==> src/rtl/afe_config_sequencer.sv <==
// ----------------------------------------------------------------------------
// afe_config_sequencer
//
// Walks a registered command ROM from address 0 and ships every 24-bit word
// to an analog front end over a mode-0 SPI link (MSB first). A pass ends at
// the first END_CODE word (never transmitted) or after address 255.
//
// Ports
//   clk          in   sole clock, rising edge
//   reset_n      in   synchronous active-low reset
//   start        in   one-cycle pulse, accepted only while idle
//   rom_address  out  [7:0]  command ROM word address
//   rom_command  in   [23:0] ROM data, valid one clk after rom_address
//   spi_cs_n     out  chip select, active low
//   spi_sclk     out  serial clock, idles low
//   spi_mosi     out  serial data, MSB first
//   busy         out  high for the duration of a pass
//   done         out  sticky pass-complete flag, cleared by the next start
//   cmd_count    out  [8:0]  commands fully transmitted this / last pass
// ----------------------------------------------------------------------------
module afe_config_sequencer #(
    parameter int unsigned CLK_DIV    = 4,
    parameter int unsigned GAP_CYCLES = 8,
    parameter logic [23:0] END_CODE   = 24'hFFFFFF
) (
    input  logic        clk,
    input  logic        reset_n,
    input  logic        start,
    output logic [7:0]  rom_address,
    input  logic [23:0] rom_command,
    output logic        spi_cs_n,
    output logic        spi_sclk,
    output logic        spi_mosi,
    output logic        busy,
    output logic        done,
    output logic [8:0]  cmd_count
);

    typedef enum logic [2:0] {
        StIdle,
        StFetch,
        StLatch,
        StShift,
        StGap,
        StFinish
    } state_e;

    // FETCH and LATCH already keep cs_n high for two cycles, so the GAP state
    // dwells for the remainder; the chip-select high time between frames is
    // then exactly GAP_CYCLES (floor of 3 because of the ROM latency).
    localparam int unsigned GapDwell = (GAP_CYCLES > 2) ? GAP_CYCLES - 2 : 1;
    localparam logic [7:0]  DivLast  = 8'(CLK_DIV - 1);
    localparam logic [7:0]  GapLast  = 8'(GapDwell - 1);

    state_e      r_state, w_state;
    logic [7:0]  r_addr,  w_addr;
    logic [23:0] r_shift, w_shift;
    logic [7:0]  r_div,   w_div;
    logic [4:0]  r_bit,   w_bit;
    logic [7:0]  r_gap,   w_gap;
    logic        r_cs_n,  w_cs_n;
    logic        r_sclk,  w_sclk;
    logic        r_busy,  w_busy;
    logic        r_done,  w_done;
    logic [8:0]  r_cnt,   w_cnt;

    always_ff @(posedge clk) begin
        if (!reset_n) begin
            r_state <= StIdle;
            r_addr  <= 8'd0;
            r_shift <= 24'd0;
            r_div   <= 8'd0;
            r_bit   <= 5'd0;
            r_gap   <= 8'd0;
            r_cs_n  <= 1'b1;
            r_sclk  <= 1'b0;
            r_busy  <= 1'b0;
            r_done  <= 1'b0;
            r_cnt   <= 9'd0;
        end else begin
            r_state <= w_state;
            r_addr  <= w_addr;
            r_shift <= w_shift;
            r_div   <= w_div;
            r_bit   <= w_bit;
            r_gap   <= w_gap;
            r_cs_n  <= w_cs_n;
            r_sclk  <= w_sclk;
            r_busy  <= w_busy;
            r_done  <= w_done;
            r_cnt   <= w_cnt;
        end
    end

    always_comb begin
        w_state = r_state;
        w_addr  = r_addr;
        w_shift = r_shift;
        w_div   = r_div;
        w_bit   = r_bit;
        w_gap   = r_gap;
        w_cs_n  = r_cs_n;
        w_sclk  = r_sclk;
        w_busy  = r_busy;
        w_done  = r_done;
        w_cnt   = r_cnt;

        unique case (r_state)
            StIdle: begin
                if (start) begin
                    w_addr  = 8'd0;
                    w_done  = 1'b0;
                    w_cnt   = 9'd0;
                    w_busy  = 1'b1;
                    w_state = StFetch;
                end
            end

            StFetch: begin
                w_state = StLatch;
            end

            StLatch: begin
                w_div = 8'd0;
                w_bit = 5'd0;
                if (rom_command == END_CODE) begin
                    w_state = StFinish;
                end else begin
                    // MOSI is the shift register MSB, so bit 23 is on the
                    // wire as soon as cs_n drops.
                    w_shift = rom_command;
                    w_cs_n  = 1'b0;
                    w_state = StShift;
                end
            end

            StShift: begin
                if (r_div == DivLast) begin
                    w_div = 8'd0;
                    if (!r_sclk) begin
                        w_sclk = 1'b1;
                    end else begin
                        // Falling edge: advance data. After 24 shifts the
                        // register is all zeros, which parks MOSI low.
                        w_sclk  = 1'b0;
                        w_shift = {r_shift[22:0], 1'b0};
                        if (r_bit == 5'd23) begin
                            w_cs_n  = 1'b1;
                            w_cnt   = r_cnt + 9'd1;
                            w_gap   = 8'd0;
                            w_state = StGap;
                        end else begin
                            w_bit = r_bit + 5'd1;
                        end
                    end
                end else begin
                    w_div = r_div + 8'd1;
                end
            end

            StGap: begin
                if (r_gap == GapLast) begin
                    w_gap = 8'd0;
                    if (r_addr == 8'hFF) begin
                        w_state = StFinish;
                    end else begin
                        w_addr  = r_addr + 8'd1;
                        w_state = StFetch;
                    end
                end else begin
                    w_gap = r_gap + 8'd1;
                end
            end

            StFinish: begin
                w_busy  = 1'b0;
                w_done  = 1'b1;
                w_state = StIdle;
            end

            default: begin
                w_state = StIdle;
            end
        endcase
    end

    assign rom_address = r_addr;
    assign spi_cs_n    = r_cs_n;
    assign spi_sclk    = r_sclk;
    assign spi_mosi    = r_shift[23];
    assign busy        = r_busy;
    assign done        = r_done;
    assign cmd_count   = r_cnt;

endmodule

==> config.mk <==
export PLATFORM = sky130hd
export DESIGN_NAME = afe_config_sequencer
export DESIGN_NICKNAME = d
export VERILOG_FILES = /design/src/rtl/afe_config_sequencer.sv
export SDC_FILE = /design/constraint.sdc
export NUM_CORES = 1
export LEC_CHECK = 0
export ABC_AREA = 1
export ABC_CLOCK_PERIOD_IN_PS = 2800
export BUFFER_PORTS_ARGS = -buffer_cell sky130_fd_sc_hd__buf_2
export CORE_ASPECT_RATIO = 0.5
export CORE_MARGIN = 4
export CORE_UTILIZATION = 55
export CTS_CLUSTER_SIZE = 12
export DETAILED_ROUTE_END_ITERATION = 10
export PLACE_DENSITY = 0.76
export SKIP_CTS_REPAIR_TIMING = 1
export SYNTH_ARGS = -nofsm -noshare
export SYNTH_HDL_FRONTEND = slang
export SYNTH_SLANG_ARGS = --single-unit
==> constraint.sdc <==
create_clock -name clk -period 2.8 [get_ports clk]
set_input_delay 0.28 -clock clk [delete_from_list [all_inputs] [get_ports clk]]
set_output_delay 0.28 -clock clk [all_outputs]
set_load 0.01 [all_outputs]
==> results.md, run 1 <==
* Crit path capture type: register
* Global-route wire length before repair at 15700 µm
* Max transition margin at 54.7%
* CP arrival at 2.30 ns
* Slowest CP cell: nor2_8
* TritonCTS Buffers at 9
* Total power at 3.66 mW
* Worst-Margin Slew at 0.678 ns
* Initial antenna violation count at 0
* Max H-tree Level at 3
* Worst Setup Start Kind: register
* RSZ-0062 raised after global routing: false
* R2R Path End: r_shift[9]$_SDFFE_PN0P_
* Antenna Cells at 0
* Die extent in y at 68.3 µm
* Routed len/inst at 11.9 µm
* CTS Sinks at 69
* CTS root buf: clkbuf_16
* Synthesized net count at 675
* Crit path time final at 2.07 ns
* Critical path class: register to register
* Post-DR vias/cell at 5.09
* Hold Crit Class: input port to register
* Req. time, crit path at 3.03 ns
* Synthesized area at 3990 µm²
* Vias in the first global route at 3480
* Worst hold stages at 3
* Post-synth EDFFs at 0
* Syn Area/Cell at 6.22 µm²
* Std-Cell Rows at 21
* WHS Endpoint: busy$_SDFFE_PN0P_
* Netlist cell types at 33
* Final net count at 714
* Status: complete, no violations
* 1st-iter DRT viols at 287
* Post-DP HPWL at 6140 µm
* TritonCTS clock tree: built
* Share of cells above drive strength 1 at 12.0%
* MaxCap Viol Count at 0
* Critical-path cell list: nor2_4, nand2_4, inv_4, nand2_2, nand2_4, nor2_8, nand3_1, nand2_1, nor2_1
* YS warnings at 0
* Largest net degree at the start of global routing at 51
* CP peak stage delay at 0.49 ns
* Main area contributors after synthesis: dfxtp_1 (35%), nand2_1 (19%), a21oi_1 (8.4%), nand3_1 (8.1%), nor2_1 (7.6%)
* GP Congestion at 0.829
* Core Util, Final at 66.1%
* IO Port Bufs at 48
* Core area at 6860 µm²
* Crit-path max FO at 50
* Ys flop type: dfxtp_1
* Final cycle utilization of the critical path at 73.9%
* Final setup viols at 0
* Total Die Area at 8770 µm²
* Maximum VDD drop at 0.447 mV
* CP dominant cell by count: nand2_4
* Setup TNS at 0 ns
* Syn Inst Count at 642
* Ys async rst share at 0%
* # fillers at 650
* CTS clock-pin slew for the worst setup and hold paths at 0.05 ns
* GRT overflow at 0
* FMAX at 0.484 GHz
* Skew-Pair Late Insertion Delay at 0.34 ns
* R2R setup slack at 0.73 ns
* DIE WIDTH at 129 µm
* Vias at 3957
* Post-synth top area share at 34.6%
* Initial Utilization at 58.2%
* Register area share after synthesis at 34.6%
* Hold Crit Start: start
* Maximum clock insertion buffer count at 2
* WL final at 9240 µm
* Final Skew at 0.00477 ns
* ANT nets after route at 0
* Drt first pass iters at 5
* Final Hold Violating Endpoints at 0
* Max Slew Vio Count at 0
* Origin of the critical flop-to-flop path: r_state[2]$_SDFFE_PN0P_
* PwrDens at 808 nW/µm²
* Cell taking the most area after synthesis: dfxtp_1
* Total GRT Usage at 22.3%
* Lkg Pwr at 2.11 nW
* R2R depth at 9
* IO Pins at 49
* FF+latch count, synth at 69
* Layout area overhead at 13.5%
* # DRC at 0
==> through the flow <==
stage / hold WS, ns / setup WS, ns / cells / cell area, µm²
after floorplan: 0.452 / 1.30 / 642 / 3990
after global placement: 0.458 / 0.834 / 762 / 4250
after detailed placement: 0.467 / 0.777 / 762 / 4250
after CTS: 0.314 / 0.730 / 778 / 4530
after global routing: 0.321 / 0.531 / 778 / 4530
final: 0.316 / 0.732 / 778 / 4530
==> critical path, delay by kind of cell, from the launching register on <==
kind	cells	cell delay (ns)
buf+inv	1	0.08
simple gates	8	1.41
flops	1	0.44
==> final cells by class <==
class / count / area, µm² / share of cell area (%)
Clock inverter: 1 / 30.0 / 0.662
Multi-Input combinational cell: 480 / 2210 / 48.8
Clock buffer: 15 / 258 / 5.69
Timing Repair Buffer: 53 / 278 / 6.13
Sequential cell: 69 / 1380 / 30.5
Tap cell: 92 / 115 / 2.54
Inverter: 68 / 258 / 5.69
==> Yosys cell counts, types with 2 or more instances <==
library cell	n
o21bai_1	2
nand3b_1	3
nand2_2	4
inv_1	64
clkbuf_1	8
xor2_1	8
a21oi_1	67
nand3_1	65
ha_1	6
o21ai_0	11
nor2_1	81
nor3_1	7
buf_2	8
inv_2	3
buf_6	4
nand4_1	5
nand2_1	206
dfxtp_1	69
nor2_4	2
buf_1	3
nand2_4	3
buf_4	2
==> worst max-delay path by stage <==
stage,start,slack (ns),to,depth (start not counted)
after floorplan,r_div[0]$_SDFFE_PN0P_,1.30,spi_cs_n$_SDFFE_PN1P_,11
after global placement,r_state[2]$_SDFFE_PN0P_,0.83,r_shift[18]$_SDFFE_PN0P_,9
after detailed placement,r_state[1]$_SDFFE_PN0P_,0.78,spi_cs_n$_SDFFE_PN1P_,10
after CTS,r_state[1]$_SDFFE_PN0P_,0.73,spi_cs_n$_SDFFE_PN1P_,10
after global routing,r_state[1]$_SDFFE_PN0P_,0.53,spi_cs_n$_SDFFE_PN1P_,10
final,r_state[2]$_SDFFE_PN0P_,0.73,r_shift[9]$_SDFFE_PN0P_,9
==> routing by layer <==
metal / vias to the layer above / wire (µm) / global-route usage (%)
li1: 2111 / - / -
met1: 1764 / 4710 / 29.4
met2: 74 / 3950 / 35.9
met3: 8 / 495 / 6.63
met4: 0 / 87 / 6.15
met5: - / 0 / 0
==> report_power, final <==
part / internal, mW / leakage [nW] / total (mW) / switching, mW
Sequential: 1.18 / 0.562 / 1.31 / 0.132
Combinational: 0.406 / 1.41 / 1.24 / 0.835
Clock: 0.715 / 0.138 / 1.11 / 0.397
Total: 2.30 / 2.11 / 3.66 / 1.36
==> cell usage in the layout, fill, tap and decap left out, types with 6 or more instances in the layout <==
| cell | count |
|---|---|
| nand2_1 | 206 |
| nor2_1 | 81 |
| dfxtp_1 | 69 |
| a21oi_1 | 67 |
| nand3_1 | 65 |
| inv_1 | 64 |
| buf_2 | 48 |
| o21ai_0 | 11 |
| clkbuf_16 | 9 |
| xor2_1 | 8 |
| nor3_1 | 7 |
| ha_1 | 6 |
==> sequential cells by signal, indices dropped and copies added, names as in the netlist <==
| signal | count |
|---|---|
| busy | 1 |
| cmd_count | 9 |
| done | 1 |
| r_bit | 5 |
| r_div | 8 |
| r_gap | 8 |
| r_shift | 24 |
| r_state | 3 |
| rom_address | 8 |
| spi_cs_n | 1 |
| spi_sclk | 1 |
==> cells by family (layout without fill, tap and decap cells) <==
group / after synthesis / in the layout / synth area share, %
AND/OR/NAND/NOR: 381 / 381 / 40.6
flip-flops: 69 / 69 / 34.6
adder cells (fa/ha/maj): 6 / 6 / 1.88
AO/OA/AOI/OAI: 84 / 84 / 10.9
buffers and inverters: 93 / 137 / 9.99
XOR/XNOR: 9 / 9 / 1.97
(Power assumes the default switching activity.)
==> run 2, diff against run 1 <==
Settings changed: ABC_CLOCK_PERIOD_IN_PS 2800 to 1900, CORE_UTILIZATION 55 to 53, PLACE_DENSITY 0.76 to 0.77.
Clock period 2.8 ns to 1.9 ns, I/O delays scaled along.
==> results.md, run 2 (synthesis gave the netlist of run 1 again) <==
* Post-DR vias/cell at 5.11 (+0.43%)
* CTS root buf: clkbuf_16
* Placed inst area at 4290 µm² (+1.1%)
* ANT nets after route at 0 (unchanged)
* Max FFs per register at 24 (unchanged)
* Global-route wire length before repair at 15800 µm (+0.61%)
* NetSw at 2.08 mW (+53%)
* Worst-Margin Slew at 0.491 ns (-0.187 ns)
* Layout area overhead at 15.3%
* Crit path capture type: register
* Share of cells above drive strength 1 at 13.0% (+1.1 points)
* Routing usage on met3 at 5.85% (-0.78 points)
* Initial Utilization at 54.5% (-3.7 points)
* Max Slew Vio Count at 0 (unchanged)
* Place WS at 0.120 ns (-0.656 ns)
* TritonCTS clock tree: built
* IO Pins at 49 (unchanged)
* Routed len/inst at 12.0 µm (+1.1%)
* Final Hold Violating Endpoints at 0 (unchanged)
* # DRC at 0 (unchanged)
* Setup ws final at 0.157 ns (-0.575 ns)
* Biggest register: r_shift
* Final Non-Filler Cells at 787 (+1.2%)
* Lkg Pwr at 2.14 nW (+1.3%)
* Maximum VDD drop at 0.633 mV (+42%)
* Die extent in y at 69.4 µm (+1.6%)
* Total GRT Usage at 21.0% (-1.3 points)
* Cell Count Post-Placement at 770 (+1.0%)
* Busiest grt layer: met2
* Final Skew at 0.00638 ns (+0.00162 ns)
* Req. time, crit path at 2.12 ns (-0.91 ns)
* WL final at 9450 µm (+2.3%)
* Core area at 7320 µm² (+6.8%)
* Max transition margin at 67.3% (+13 points)
* Crit-path max FO at 24 (-52%)
* Cell-internal power at 3.42 mW (+49%)
* Critical path class: register to register
* Most common cell after layout, fill and taps aside: nand2_1
* GP Congestion at 0.869 (+4.8%)
* Antenna Cells at 0 (unchanged)
* Setup TNS at 0 ns (unchanged)
* Worst Setup Start Kind: register
* MaxCap Viol Count at 0 (unchanged)
* Final net count at 719 (+0.70%)
* Core Util, Final at 62.9% (-3.2 points)
* CTS clock-pin slew for the worst setup and hold paths at 0.05 ns (about the same)
* Grt met1 use at 27.9% (-1.5 points)
* 1st-iter DRT viols at 308 (+7.3%)
* DIE WIDTH at 131 µm (+1.8%)
* Total Die Area at 9070 µm² (+3.4%)
* CTS Sinks at 69 (unchanged)
* Most frequent cells in the layout: nand2_1 (206), nor2_1 (81), dfxtp_1 (68), a21oi_1 (67), nand3_1 (65)
* Status: complete, no violations
* Drt first pass iters at 5 (unchanged)
* Clock network power share at 28.1% (-2.3 points)
* Reg power frac at 35.2% (-0.6 points)
* Largest net degree at the start of global routing at 51 (unchanged)
* Skew-Pair Late Insertion Delay at 0.33 ns (about the same)
* PwrDens at 1190 nW/µm² (+48%)
* Maximum clock insertion buffer count at 2 (unchanged)
* Post-DP HPWL at 6230 µm (+1.4%)
* Switching share of total power at 37.8% (+0.60 points)
* Std-Cell Rows at 22 (+4.8%)
* Hold Crit Class: input port to register
* Met2 GRT Util at 33.3% (-2.6 points)
* Final cycle utilization of the critical path at 91.7% (+18 points)
* Final setup viols at 0 (unchanged)
* Gate power share at 36.7% (+2.8 points)
* GRT overflow at 0 (unchanged)
* Cell area after layout at 4600 µm² (+1.5%)
* Initial antenna violation count at 0 (unchanged)
* FMAX at 0.574 GHz (+19%)
* Vias at 4020 (+1.6%)
* Crit path time final at 1.74 ns (-0.325 ns)
* CP arrival at 1.97 ns (-0.33 ns)
* Max H-tree Level at 3 (unchanged)
* TritonCTS Buffers at 9 (unchanged)
* RSZ-0062 raised after global routing: false
* Vias in the first global route at 3634 (+4.4%)
* IO Port Bufs at 48 (unchanged)
-- run 2: cell types whose count changed in the layout (fill, tap and decap cells not counted), sizes merged --
| cell | delta |
|---|---|
| clkinv | +1 |
| clkbuf | +1 |
| buf | +4 |
| bufinv | -1 |
-- run 2: final timing paths --
path	startpoint	endpoint	slack (ns)	cells past startpoint
worst min-delay path	rom_command[0]	r_shift[0]$_SDFFE_PN0P_	0.24	5
worst max register to register	r_div[1]$_SDFFE_PN0P_	r_shift[23]$_SDFFE_PN0P_	0.16	11
worst min register to register	spi_cs_n$_SDFFE_PN1P_	spi_cs_n$_SDFFE_PN1P_	0.46	2
worst max-delay path	r_div[1]$_SDFFE_PN0P_	r_shift[23]$_SDFFE_PN0P_	0.16	11
-- run 2: critical path: stages (launching register included) --
cell and delay [ns]:
dfxtp_1 0.36, ha_2 0.22, nand2_1 0.06, nor2_1 0.13
nand2_1 0.09, nand2_2 0.10, nand2_4 0.09, nor2_8 0.15
buf_12 0.18, nand3_1 0.09, nand2_1 0.10, nor2_1 0.04
-- run 2: metrics by stage --
stage | total power [mW] | hold WS, ns
after floorplan | 3.49 | 0.381
after global placement | 3.83 | 0.434
after detailed placement | 3.87 | 0.451
after CTS | 5.42 | 0.227
after global routing | 5.89 | 0.238
final | 5.50 | 0.237
-- run 2: power groups by stage --
stage,clock (mW),sequential [mW],combinational (mW)
2_1_floorplan,0,1.94,1.55
3_3_place_gp,0,1.95,1.87
3_5_place_dp,0,1.96,1.92
4_1_cts,1.57,1.93,1.92
5_1_grt,1.62,1.97,2.30
6_report,1.55,1.93,2.02
-- run 2: layout make-up --
class / instances / area (µm²)
clock buffers: 15 / 268
repair buffers: 58 / 349
well taps: 96 / 120
inverters: 68 / 263
flip-flops and latches: 69 / 1380
multi-input cells: 480 / 2220
clock inverters: 1 / 5.00
fillers: 696 / 2720
-- run 2: per-layer routing --
metal,share of wire (%),up-vias
met5,0,-
li1,-,2120
met4,1.2,0
met2,44,97
met3,4.9,12
met1,50,1791
